--- src/rtl/riscv_pkg.sv ---
// rtl/riscv_pkg.sv - shared fetch-stage types and constants
package riscv_pkg;

  localparam int XLEN = 32;
  localparam logic [XLEN-1:0] INST_BUBBLE = 32'h0;

  typedef struct packed {
    logic            filled;
    logic [XLEN-1:0] pc;
    logic [XLEN-1:0] inst;
  } fetch_slot_t;

endpackage

--- src/rtl/fetch_slot_queue.sv ---
// rtl/fetch_slot_queue.sv - ring of fetch slots: allocate on request, fill on response, pop at decode
module fetch_slot_queue
  import riscv_pkg::*;
#(
  parameter int QDEPTH = 4,
  localparam int PW = $clog2(QDEPTH),
  localparam int UW = $clog2(QDEPTH + 1)
) (
  input  logic            clk_i,
  input  logic            rst_i,
  input  logic            clear_i,
  input  logic            alloc_i,
  input  logic [XLEN-1:0] alloc_pc_i,
  input  logic            fill_i,
  input  logic [XLEN-1:0] fill_inst_i,
  input  logic            consume_i,
  output logic [UW-1:0]   used_o,
  output logic [UW-1:0]   unfilled_o,
  output fetch_slot_t     head_o
);

  fetch_slot_t   slots_q [QDEPTH];
  fetch_slot_t   slots_d [QDEPTH];
  logic [PW-1:0] alloc_ptr_q, alloc_ptr_d;
  logic [PW-1:0] fill_ptr_q, fill_ptr_d;
  logic [PW-1:0] rd_ptr_q, rd_ptr_d;
  logic [UW-1:0] used_q, used_d;
  logic [UW-1:0] unfilled_q, unfilled_d;
  logic          do_fill;
  logic          do_consume;

  assign head_o     = slots_q[rd_ptr_q];
  assign used_o     = used_q;
  assign unfilled_o = unfilled_q;
  // A fill with nothing allocated-but-unfilled has no slot to land in and is ignored.
  assign do_fill    = fill_i && (unfilled_q != '0);
  assign do_consume = consume_i && slots_q[rd_ptr_q].filled;

  // Next-state: clear wins; otherwise alloc, fill and consume always touch distinct slots
  always_comb begin
    slots_d     = slots_q;
    alloc_ptr_d = alloc_ptr_q;
    fill_ptr_d  = fill_ptr_q;
    rd_ptr_d    = rd_ptr_q;
    used_d      = used_q;
    unfilled_d  = unfilled_q;
    if (clear_i) begin
      for (int i = 0; i < QDEPTH; i++) begin
        slots_d[i].filled = 1'b0;
      end
      alloc_ptr_d = '0;
      fill_ptr_d  = '0;
      rd_ptr_d    = '0;
      used_d      = '0;
      unfilled_d  = '0;
    end else begin
      if (alloc_i) begin
        slots_d[alloc_ptr_q].filled = 1'b0;
        slots_d[alloc_ptr_q].pc     = alloc_pc_i;
        slots_d[alloc_ptr_q].inst   = INST_BUBBLE;
        alloc_ptr_d                 = alloc_ptr_q + PW'(1);
      end
      if (do_fill) begin
        slots_d[fill_ptr_q].filled = 1'b1;
        slots_d[fill_ptr_q].inst   = fill_inst_i;
        fill_ptr_d                 = fill_ptr_q + PW'(1);
      end
      if (do_consume) begin
        slots_d[rd_ptr_q].filled = 1'b0;
        rd_ptr_d                 = rd_ptr_q + PW'(1);
      end
      used_d     = used_q + UW'(alloc_i) - UW'(do_consume);
      unfilled_d = unfilled_q + UW'(alloc_i) - UW'(do_fill);
    end
  end

  // Slot and pointer registers
  always_ff @(posedge clk_i or posedge rst_i) begin
    if (rst_i) begin
      for (int i = 0; i < QDEPTH; i++) begin
        slots_q[i] <= '0;
      end
      alloc_ptr_q <= '0;
      fill_ptr_q  <= '0;
      rd_ptr_q    <= '0;
      used_q      <= '0;
      unfilled_q  <= '0;
    end else begin
      slots_q     <= slots_d;
      alloc_ptr_q <= alloc_ptr_d;
      fill_ptr_q  <= fill_ptr_d;
      rd_ptr_q    <= rd_ptr_d;
      used_q      <= used_d;
      unfilled_q  <= unfilled_d;
    end
  end

endmodule

--- src/rtl/fetch_unit.sv ---
// rtl/fetch_unit.sv - instruction fetch: PC generation, in-order memory requests, redirect squash
module fetch_unit
  import riscv_pkg::*;
#(
  parameter int          QDEPTH   = 4,
  parameter int          MAX_OUT  = 2,
  parameter logic [31:0] RESET_PC = 32'h0000_0000
) (
  input  logic            clk,
  input  logic            rst,
  output logic            imem_req_valid,
  input  logic            imem_req_ready,
  output logic [XLEN-1:0] imem_req_addr,
  input  logic            imem_resp_valid,
  input  logic [XLEN-1:0] imem_resp_data,
  input  logic            redirect_valid,
  input  logic [XLEN-1:0] redirect_pc,
  output logic            id_valid,
  input  logic            id_ready,
  output logic [XLEN-1:0] id_pc,
  output logic [XLEN-1:0] id_inst
);

  localparam int UW = $clog2(QDEPTH + 1);
  localparam int DW = $clog2(MAX_OUT + 1);
  localparam int IW = $clog2(QDEPTH + MAX_OUT + 1);

  logic [XLEN-1:0] fetch_pc_q, fetch_pc_d;
  logic [DW-1:0]   drop_cnt_q, drop_cnt_d;
  logic [UW-1:0]   used;
  logic [UW-1:0]   unfilled;
  logic [IW-1:0]   inflight;
  logic            req_fire;
  logic            resp_keep;
  logic            consume;
  fetch_slot_t     head;
  logic            unused_redirect_lsb;

  assign unused_redirect_lsb = ^redirect_pc[1:0];

  // Outstanding words: live requests awaiting their slot plus squashed ones still to arrive.
  assign inflight = IW'(unfilled) + IW'(drop_cnt_q);

  // Request only with a guaranteed landing slot; the reset term keeps the bus quiet while held.
  assign imem_req_valid = !rst && !redirect_valid
                        && (used < UW'(QDEPTH))
                        && (inflight < IW'(MAX_OUT));
  assign imem_req_addr  = fetch_pc_q;
  assign req_fire       = imem_req_valid && imem_req_ready;
  assign resp_keep      = imem_resp_valid && !redirect_valid && (drop_cnt_q == '0);
  assign consume        = id_valid && id_ready;

  assign id_valid = head.filled;
  assign id_pc    = head.filled ? head.pc : '0;
  assign id_inst  = head.filled ? head.inst : INST_BUBBLE;

  fetch_slot_queue #(.QDEPTH(QDEPTH)) u_queue (
    .clk_i       (clk),
    .rst_i       (rst),
    .clear_i     (redirect_valid),
    .alloc_i     (req_fire),
    .alloc_pc_i  (fetch_pc_q),
    .fill_i      (resp_keep),
    .fill_inst_i (imem_resp_data),
    .consume_i   (consume),
    .used_o      (used),
    .unfilled_o  (unfilled),
    .head_o      (head)
  );

  // Next fetch PC and squash count; a redirect overrides both and re-counts what is still owed
  always_comb begin
    fetch_pc_d = fetch_pc_q;
    drop_cnt_d = drop_cnt_q;
    if (redirect_valid) begin
      fetch_pc_d = {redirect_pc[31:2], 2'b00};
      if (inflight > IW'(imem_resp_valid)) begin
        drop_cnt_d = DW'(inflight - IW'(imem_resp_valid));
      end else begin
        drop_cnt_d = '0;
      end
    end else begin
      if (req_fire) begin
        fetch_pc_d = fetch_pc_q + 32'd4;
      end
      if (imem_resp_valid && (drop_cnt_q != '0)) begin
        drop_cnt_d = drop_cnt_q - DW'(1);
      end
    end
  end

  // Fetch PC and squash-count registers
  always_ff @(posedge clk or posedge rst) begin
    if (rst) begin
      fetch_pc_q <= RESET_PC;
      drop_cnt_q <= '0;
    end else begin
      fetch_pc_q <= fetch_pc_d;
      drop_cnt_q <= drop_cnt_d;
    end
  end

  // A word arriving with nothing outstanding means memory and fetch have lost sync.
  resp_has_owner: assert property (@(posedge clk) disable iff (rst)
    imem_resp_valid |-> (inflight != '0));

endmodule

--- config.mk ---
export PLATFORM = sky130hd
export DESIGN_NAME = fetch_unit
export DESIGN_NICKNAME = d
export VERILOG_FILES = /design/src/rtl/riscv_pkg.sv /design/src/rtl/fetch_slot_queue.sv /design/src/rtl/fetch_unit.sv
export SDC_FILE = /design/constraint.sdc
export NUM_CORES = 1
export LEC_CHECK = 0
export CORE_MARGIN = 4
export CORE_UTILIZATION = 30
export CTS_CLUSTER_DIAMETER = 100
export DETAILED_ROUTE_END_ITERATION = 16
export DONT_BUFFER_PORTS = 1
export HOLD_SLACK_MARGIN = 0.06
export MAX_ROUTING_LAYER = met4
export PLACE_DENSITY_LB_ADDON = 0.05
export SYNTH_ARGS = -nofsm -noshare
export SYNTH_HDL_FRONTEND = slang
export SYNTH_SLANG_ARGS = --single-unit
--- constraint.sdc ---
create_clock -name clk -period 14.2 [get_ports clk]
set_input_delay 1.42 -clock clk [delete_from_list [all_inputs] [get_ports clk]]
set_output_delay 1.42 -clock clk [all_outputs]
set_load 0.005 [all_outputs]
**Yosys cells after proc, flatten, opt, wreduce, memory -nomap -nowiden**

Cells that the tools add are included.

- Add/subtract/negate cells: 11
- Order comparisons: 9
- Mux-type cells: 45
- Bitwise logic cells: 3
- Reductions and logical operators: 22

Operators by type and width:

| cell | number |
|---|---|
| 260-bit bitwise mux | 6 |
| 260-bit two-way mux | 5 |
| 65-bit demux with 2-bit select | 6 |
| 65-bit two-way mux | 5 |
| 32-bit two-way mux | 6 |
| 65-bit binary-select mux with 2-bit select | 1 |
| 64-bit two-way mux | 1 |
| 32-bit by 3-bit adder with 32-bit output (second input constant) | 1 |
| 2-bit two-way mux | 9 |
| 1-bit logical AND | 13 |
| 2-bit nonzero test | 5 |
| 3-bit greater-or-equal comparator (second input constant) | 3 |
| 3-bit by 1-bit < comparator with 1-bit output (second input constant) | 3 |
| 2-bit inverter with 3-bit output | 3 |
| 2-bit by 1-bit adder with 2-bit output (second input constant) | 3 |
| 3-bit by 1-bit adder with 3-bit output | 2 |
| 3-bit two-way mux | 2 |
| 3-bit by 1-bit subtractor with 3-bit output | 2 |
| 1-bit two-way mux | 4 |
| 3-bit by 2-bit adder with 3-bit output | 1 |
| 3-bit by 1-bit > comparator with 1-bit output | 1 |
| 3-bit by 2-bit < comparator with 1-bit output (second input constant) | 1 |
| 3-bit < comparator (second input constant) | 1 |
| 3-bit nonzero test | 1 |
| other kinds (4) | 5 |

- Flip-flop bits (word level): 306
- Output and inout bits: 98
- Word-level logic and storage cells: 109

**Logic depth before layout (Yosys ltp)**

Gate-level depths: netlist of the first run.

- Depth after elaboration: 17
- Gate-level depth with buffers: 13

**Modules after synthesis**

From an unflattened synthesis of the first run, not the netlist that was laid out.

- Cell total of the unflattened synthesis: 1201
- Area total of the unflattened synthesis: 15150.8 um^2

Modules (own cells, without submodules):

| module | instances | cells an instance | area an instance (um^2) |
|---|---|---|---|
| fetch_slot_queue | 1 | 898 | 12718.4 |
| fetch_unit | 1 | 303 | 2432.3 |

**Worst setup path after synthesis of the first run**

OpenSTA, ideal clock, no wires.

- Kind: input to output
- Start: input port redirect_valid
- End: output port imem_req_valid
- Arrival time: 2.287 ns
- Required time: 12.780 ns
- Slack: 10.493 ns
- Cell stages on the path: 4
- Cells stage by stage: clkbuf_1 > clkbuf_1 > clkbuf_1 > nor4_1

- Word-level cells in the longest chain between the ends: 4

Ends and longest elaborated chain:

| element | line | RTL |
|---|---|---|
| start, declared | fetch_unit.sv:16 | `input logic redirect_valid,` |
| 1-bit zero test | fetch_unit.sv:45 | `assign imem_req_valid = !rst && !redirect_valid` |
| 1-bit logical AND | fetch_unit.sv:45 |  |
| 1-bit logical AND | fetch_unit.sv:46 | `&& (used < UW'(QDEPTH))` |
| 1-bit logical AND | fetch_unit.sv:47 | `&& (inflight < IW'(MAX_OUT));` |
| end, declared | fetch_unit.sv:11 | `output logic imem_req_valid,` |

Every way passes these cells.

**Final worst setup path of the first run**

- Start: register u_queue.rd_ptr_q[0]
- End: output port id_inst[7]

- Word-level cells in the longest chain between the ends: 5

Ends and longest elaborated chain:

| element | line | RTL |
|---|---|---|
| start, declared | fetch_slot_queue.sv:26 | `logic [PW-1:0] rd_ptr_q, rd_ptr_d;` |
| start signal, assigned | fetch_slot_queue.sv:92 | `rd_ptr_q <= rd_ptr_d;` |
| 2-bit inverter with 3-bit output (implied by the code) | fetch_slot_queue.sv:32 | `assign head_o = slots_q[rd_ptr_q];` |
| 65-bit binary-select mux with 2-bit select | fetch_slot_queue.sv:32 |  |
| 65-bit two-way mux (implied by the code) (2 in a row) | fetch_slot_queue.sv:32 |  |
| 32-bit two-way mux | fetch_unit.sv:55 | `assign id_inst = head.filled ? head.inst : INST_BUBBLE;` |
| end, declared | fetch_unit.sv:21 | `output logic [XLEN-1:0] id_inst` |

Every way passes these cells. The select of a mux whose other input is x is not followed.

==> results.md, run 1 <==
- DP Cell Count: 1,746
- H-tree levels: 2
- Setup violations, final: 0
- CTS Buf Count: 38
- Final worst-path cycle share: a little under a third
- Final Non-Filler Cells: around 1.8k
- Number of DRC markers in iteration 0: just under 500
- I/O pins: 168
- HPWL Detailed: about 25,000 um
- WHS Endpoint: u_queue.slots_q[51]
- Final wirelength: 42,870 um
- Die Y-Extent: between 200 and 250 um
- Clock Sinks: slightly below 300
- Via count: 9,464
- Largest net degree at the start of global routing: approximately 90
- Cts repair resizes: 0
- Critical Path AT: 3.09 ns
- Post-DR wirelength/cell: ~24 um
- Max VDD drop: approximately 0.067 mV
- HP Class: reg2reg
- Max-slew violations: 0
- Post-synth EDFFs: 0
- Via-to-Cell Ratio: between 5 and 6
- Crit path time final: 4.514 ns
- CTS tree: done
- Total grt overflow: 0
- Starting Density: 30.53%
- Least-Margin Pin Slew: 1.022 ns
- Routability congestion estimate: about 0.69
- Worst path cell trace: buf_4, mux4_2, and2_1
- Residual DRC: 0
- Setup Buffers After CTS: 0
- Horiz. Die Dim: around 230 um
- Clk_skew: between 0.01 and 0.015 ns
- RSZ-0062 raised after global routing: no
- Hold_buf cts: 0
- Layout area overhead: 12.32%
- Initial antenna violation count: 1
- Synth cell count leaders: dfrtp_1 (296), mux2_2 (118), nand3_1 (118)
- Sequential area share after synthesis: around half
- Clock transition at the registers of the reported paths: 0.05 ns
- Core Region: roughly 47,000 um2
- Fraction of registers with async set/reset: 100.0%
- Count leader, synth: dfrtp_1
- Synth Warn #: 0
- Post-Syn Area: ~14,000 um2
- Worst rel slew slack: between 30% and 40%
- Outcome: completed
- Leak: between 6 and 7 nW
- Hold Vio Cnt, Final: 0
- Hold_sp: u_queue.slots_q[51]
- Clock Tree Buf Depth: 3
- Total track usage: roughly 17%
- Synthesis-stage register bit count: a little under 300
- Slowest CP cell: dfrtp_4
- Main synth FF type: dfrtp_1
- Worst Reg-to-Reg Cells: 10
- Slowest Stage Delay on Critical Path: roughly 1.1 ns
- Sum Neg Setup Slack: 0 ns
- Post-DRT Antenna Nets: 0
- Mapped Cells: 1,234
- DIE AREA: ~51,000 um2
- Synth top area cells: dfrtp_1 (52%), mux4_2 (9.9%), mux2_2 (9.3%)
- Number of distinct library cells after synthesis: between 50 and 60
- CP startpoint kind: flop
- Worst-path maximum fanout: 40
- PortBufs: 0
- Site Rows: between 70 and 80
- Setup CP Type: reg2out
- Reg-to-reg critical path startpoint: u_queue.rd_ptr_q[0]
- Cell taking the most area after synthesis: dfrtp_1
- Router iterations before antenna repair: 4
- Vias in the first global route: between 10k and 15k
- Crit path required time: 12.78 ns
- Clk Latency, worst-skew pair: 0.54 ns
- Max Cap Violations: 0
- CTS root buf: clkbuf_16
- Syn Area/Cell: around 12 um2
- Hold Path Cell Cnt: 2
- Cell area power density: around 150 nW/um2
- Fin nets: 1,272
- Share of layout cells above drive strength 1: between 20% and 30%
- Achievable Freq: about 220 MHz
- Worst R2R End: u_queue.used_o[2]
- First-pass GRT wire length: about 66,000 um
- CP endpoint kind: primary output
- Top-area cell type share of the netlist area: just over 50%
- Reg2reg setup slack: between 10 and 15 ns
[how the worst max path moves through the flow]
| stage | start | to | depth (start not counted) |
|---|---|---|---|
| 2_1_floorplan | rst | drop_cnt_q[0] | 1 |
| 3_3_place_gp | redirect_valid | u_queue.slots_q[237] | 5 |
| 3_5_place_dp | redirect_valid | u_queue.slots_q[240] | 5 |
| 4_1_cts | u_queue.rd_ptr_q[0] | id_inst[9] | 3 |
| 5_1_grt | u_queue.rd_ptr_q[0] | id_inst[9] | 3 |
| 6_report | u_queue.rd_ptr_q[0] | id_inst[7] | 3 |
[power by group]
| group | switching (mW) | internal [mW] | total [mW] |
|---|---|---|---|
| combinational | 0.153 | 0.182 | 0.335 |
| sequential | 0.0875 | 0.965 | 1.05 |
| clock | 0.376 | 0.597 | 0.974 |
[sequential cells by signal (all words and copies together) (netlist names)]
name	cells
u_queue.slots_q	252
imem_req_addr	30
u_queue.unfilled_o	3
u_queue.used_o	3
drop_cnt_q	2
u_queue.alloc_ptr_q	2
u_queue.fill_ptr_q	2
u_queue.rd_ptr_q	2
[metal layers]
layer | wire length (um) | vias up | global-route usage, %
met1 | 19630 | 4883 | 23.39
li1 | - | 4352 | -
met2 | 20370 | 190 | 27.38
met5 | 0 | - | -
met3 | 2260 | 39 | 3.767
met4 | 603 | 0 | 4.006
[cells by family (layout without fill, tap and decap cells)]
group,Yosys count,in the layout,share of synthesized area [%]
XOR/XNOR,15,15,0.9708
AND/OR/NAND/NOR,389,389,14.24
adder cells (fa/ha/maj),23,23,2.169
buffers and inverters,138,108,3.953
flip-flops,296,296,51.78
multiplexers,182,182,19.28
AO/OA/AOI/OAI,190,190,7.591
other,1,6,0.02621
[placed cells by master (no fill, tap or decap), types with 11 or more instances in the layout]
cell,Yosys,layout
nand3_1,118,114
mux4_2,63,63
or3_1,11,11
o22ai_1,32,32
ha_1,20,20
nor2_1,24,24
nand4_1,14,14
o21ai_0,117,117
or4_1,11,11
nand2_1,103,103
clkbuf_8,0,14
clkbuf_16,0,41
inv_1,21,20
and2_1,66,66
a31oi_1,12,12
mux2_2,118,118
dfrtp_1,296,294
buf_4,4,18
[area by class of cell]
cell class,instances,area (um2)
clock inverter,4,22.52
sequential,296,7415
tap,607,759.5
clock buffer,64,1252
inverter,22,90.09
multi-input combinational,803,6390
fill,4737,30780
timing repair buffer,18,135.1
antenna,2,5.005
[metrics by stage]
stage | utilization, % | total power, mW | worst slack [ns] | hold slack (ns) | area (um2)
after floorplan | - | 1.306 | 4.604 | 0.4446 | 14320
after global placement | 31.57 | 1.407 | 9.960 | 0.4649 | 14790
after detailed placement | 31.57 | 1.413 | 9.985 | 0.4706 | 14790
after CTS | 34.29 | 2.414 | 9.436 | 0.4827 | 16060
after global routing | 34.29 | 2.493 | 9.293 | 0.5085 | 16070
final | 34.30 | 2.360 | 9.686 | 0.4742 | 16070
[critical path: cells and delay by family, from the launching register on]
kind / cells / cell delay, ns
buffers and inverters: 1 / 0.66
flip-flops: 1 / 1.05
AND/OR/NAND/NOR: 1 / 0.20
multiplexers: 1 / 0.62
(Power assumes the default switching activity.)
==> run 2, diff against run 1 <==
==> constraint.sdc (replaced) <==
create_clock -name clk -period 3.95 [get_ports clk]
set_input_delay 0.395 -clock clk [delete_from_list [all_inputs] [get_ports clk]]
set_output_delay 0.395 -clock clk [all_outputs]
set_load 0.005 [all_outputs]
==> run 2 against run 1 <==
Against the previous run:
- final cell count up 2.9%
- combinational power rose to 3.7 times the previous value
- hold slack worse by 0.38 ns
- global-route usage about the same
- sequential share of layout area down 1.5 points
- sequential power rose to 3.6 times the previous value
- critical path type unchanged
==> results.md, run 2 (synthesis gave the netlist of run 1 again) <==
- Outcome: completed (unchanged)
- Critical Path AT: 2.69 ns (was 3.09 ns)
- CP endpoint kind: primary output (unchanged)
- Initial antenna violation count: 3 (was 1)
- Share of layout cells above drive strength 1: 22.72% (was 22.70%)
- Worst-path maximum fanout: 12 (was 40)
- Internal power: 6.225 mW (was 1.744 mW)
- Footprint of the multi-input gates: 6382 um2 (was 6390 um2)
- Flip-flop count of the largest register after layout: 252 (unchanged)
- DIE AREA: 51,250 um2 (unchanged)
- Number of DRC markers in iteration 0: 498 (was 493)
- Clock Power Share: 40.7% (was 41.2%)
- Fin nets: 1,324 (was 1,272)
- CP Launch Point: u_queue.unfilled_o[0] (was u_queue.rd_ptr_q[0])
- Reg power frac: 44.5% (was 44.6%)
- Post-layout worst setup margin: 0.8613 ns (was 9.686 ns)
- Site Rows: 79 (unchanged)
- Total track usage: 17.42% (was 17.43%)
- Clk Latency, worst-skew pair: 0.55 ns (was 0.54 ns)
- Starting Density: 30.53% (unchanged)
- Via-to-Cell Ratio: 5.233 (was 5.211)
- Final worst-path cycle share: roughly four fifths
- Reg2reg setup slack: 0.90 ns (was 10.31 ns)
- Final Non-Filler Cells: 1,868 (was 1,816)
- Setup Buffers After CTS: 0 (unchanged)
- RSZ-0062 raised after global routing: no (unchanged)
- Pwr Total: 8.483 mW (was 2.360 mW)
- Crit path required time: 3.56 ns (was 12.78 ns)
- Critical Path End: imem_req_valid (was id_inst[7])
- Register area: 7415 um2 (unchanged)
- CTS tree: done (unchanged)
- Setup violations, final: 0 (unchanged)
- Max VDD drop: 0.2517 mV (was 0.06668 mV)
- Crit path time final: between 3 and 4 ns
- Worst path cell trace: ha_1, inv_1, fa_1, xor2_2, buf_4, nand2_1, nor4_1 (was buf_4, mux4_2, and2_1)
- Least-Margin Pin Slew: 1.059 ns (was 1.022 ns)
- Worst R2R End: u_queue.unfilled_o[2] (was u_queue.used_o[2])
- Largest net degree at the start of global routing: 78 (was 91)
- Switching Fraction: 26.61% (was 26.10%)
- Residual DRC: 0 (unchanged)
- Layout area overhead: 15.98% (was 12.32%)
- Clock Sinks: 296 (unchanged)
- Filler cells: 4,698 (was 4,737)
- Max-slew violations: 0 (unchanged)
- Vias in the first global route: 10.29k (was 10.02k)
- Horiz. Die Dim: 226.4 um (unchanged)
- Router iterations before antenna repair: 5 (was 4)
- Switching power: 2.257 mW (was 616.0 uW)
- Total grt overflow: 0 (unchanged)
- Routability congestion estimate: 0.7110 (was 0.6923)
- Post-DRT Antenna Nets: 0 (unchanged)
- Setup CP Type: reg2out (unchanged)
- Achievable Freq: roughly 320 MHz
- Leak: 7.079 nW (was 6.854 nW)
- CTS Buf Count: 38 (unchanged)
- Post-DR wirelength/cell: 22.81 um (was 23.61 um)
- Commonest non-fill, non-tap cell in the layout: dfrtp_1 (unchanged)
- PortBufs: 0 (unchanged)
- Hold Vio Cnt, Final: 0 (unchanged)
- CTS root buf: clkbuf_16 (unchanged)
- Reg with most FFs: u_queue.slots_q (unchanged)
- Most frequent cells in the layout: dfrtp_1 (294), mux2_2 (118), o21ai_0 (117), nand3_1 (114), nand2_1 (103) (unchanged)
- HPWL Detailed: 25,370 um (was 25,120 um)
- Slowest CP cell: nor4_1 (was dfrtp_4)
- Via count: 9,775 (was 9,464)
- I/O pins: 168 (unchanged)
- Clock transition at the registers of the reported paths: 0.06 ns (was 0.05 ns)
- Combinational fraction of design power: 14.8% (was 14.2%)
- Core Region: 46,850 um2 (unchanged)
- Worst rel slew slack: 29.27% (was 31.66%)
- Post-Place Worst Slack: 0.8902 ns (was 9.985 ns)
- Final wirelength: 42,610 um (was 42,870 um)
- First-pass GRT wire length: 66,420 um (was 65,900 um)
- Slowest Stage Delay on Critical Path: 0.45 ns (was 1.05 ns)
- CP startpoint kind: flop (unchanged)
- Fin util: 35.41% (was 34.30%)
- Worst Reg-to-Reg Cells: 12 (was 10)
- Cell area power density: 511.2 nW/um2 (was 146.9 nW/um2)
- Clk_skew: 0.009700 ns (was 0.01038 ns)
- Max Cap Violations: 0 (unchanged)
- HP Class: in2reg (was reg2reg)
- Clock Tree Buf Depth: 3 (unchanged)
- DP Cell Count: 1,757 (was 1,746)
- Reg-to-reg critical path startpoint: u_queue.unfilled_o[0] (was u_queue.rd_ptr_q[0])
- Die Y-Extent: 226.4 um (unchanged)
- H-tree levels: 2 (unchanged)
run 2: metal layers:
metal | vias up | GRT usage (%) | wire, um
met3 | 48 | 3.716 | 2144
met4 | 0 | 4.124 | 728
li1 | 4469 | - | -
met2 | 199 | 26.71 | 19670
met5 | - | - | 0
met1 | 5059 | 23.89 | 20060
run 2: worst max-delay path: cells and delay by family, from the launching register on:
kind	cells	cell delay, ns
AND/OR/NAND/NOR	2	0.52
flip-flops	1	0.38
adder cells (fa/ha/maj)	2	0.55
XOR/XNOR	1	0.36
buffers and inverters	2	0.32
run 2: layout make-up:
class | instances | area share (%)
clock buffer | 55 | 6.598
multi-input combinational | 803 | 38.47
timing repair buffer | 70 | 4.298
clock inverter | 13 | 0.8220
inverter | 22 | 0.5203
sequential | 296 | 44.69
antenna | 2 | 0.03016
tap | 607 | 4.577
run 2: worst min-delay path by stage:
stage	start	slack, ns	to	depth (start not counted)
2_1_floorplan	u_queue.slots_q[116]	0.44	u_queue.slots_q[116]	2
3_3_place_gp	u_queue.slots_q[181]	0.46	u_queue.slots_q[181]	2
3_5_place_dp	u_queue.slots_q[116]	0.47	u_queue.slots_q[116]	2
4_1_cts	imem_resp_data[14]	0.06	u_queue.slots_q[14]	2
5_1_grt	imem_resp_data[23]	0.09	u_queue.slots_q[218]	2
6_report	imem_resp_data[23]	0.09	u_queue.slots_q[23]	2
run 2: through the flow:
| step | hold WS (ns) | cell area, um2 | setup TNS, ns |
|---|---|---|---|
| 2_1_floorplan | 0.4446 | 14320 | -111.33 |
| 3_3_place_gp | 0.4575 | 14940 | 0 |
| 3_5_place_dp | 0.4727 | 14940 | 0 |
| 4_1_cts | 0.06010 | 16590 | 0 |
| 5_1_grt | 0.08703 | 16590 | 0 |
| 6_report | 0.09183 | 16590 | 0 |
run 2: power groups by stage:
stage | clock (mW) | combinational (mW) | sequential, mW
3_5_place_dp | 0 | 1.24 | 3.83
2_1_floorplan | 0 | 1.00 | 3.69
6_report | 3.46 | 1.25 | 3.77
4_1_cts | 3.59 | 1.29 | 3.78
5_1_grt | 3.72 | 1.41 | 3.83
3_3_place_gp | 0 | 1.22 | 3.83
run 2: timing repair:
| item | CTS | global route |
|---|---|---|
| resized for setup | 0 | 0 |
| hold endpoints to repair | 93 | 0 |
| endpoints found under the setup margin | 0 | 0 |
| hold buffers | 41 | 0 |
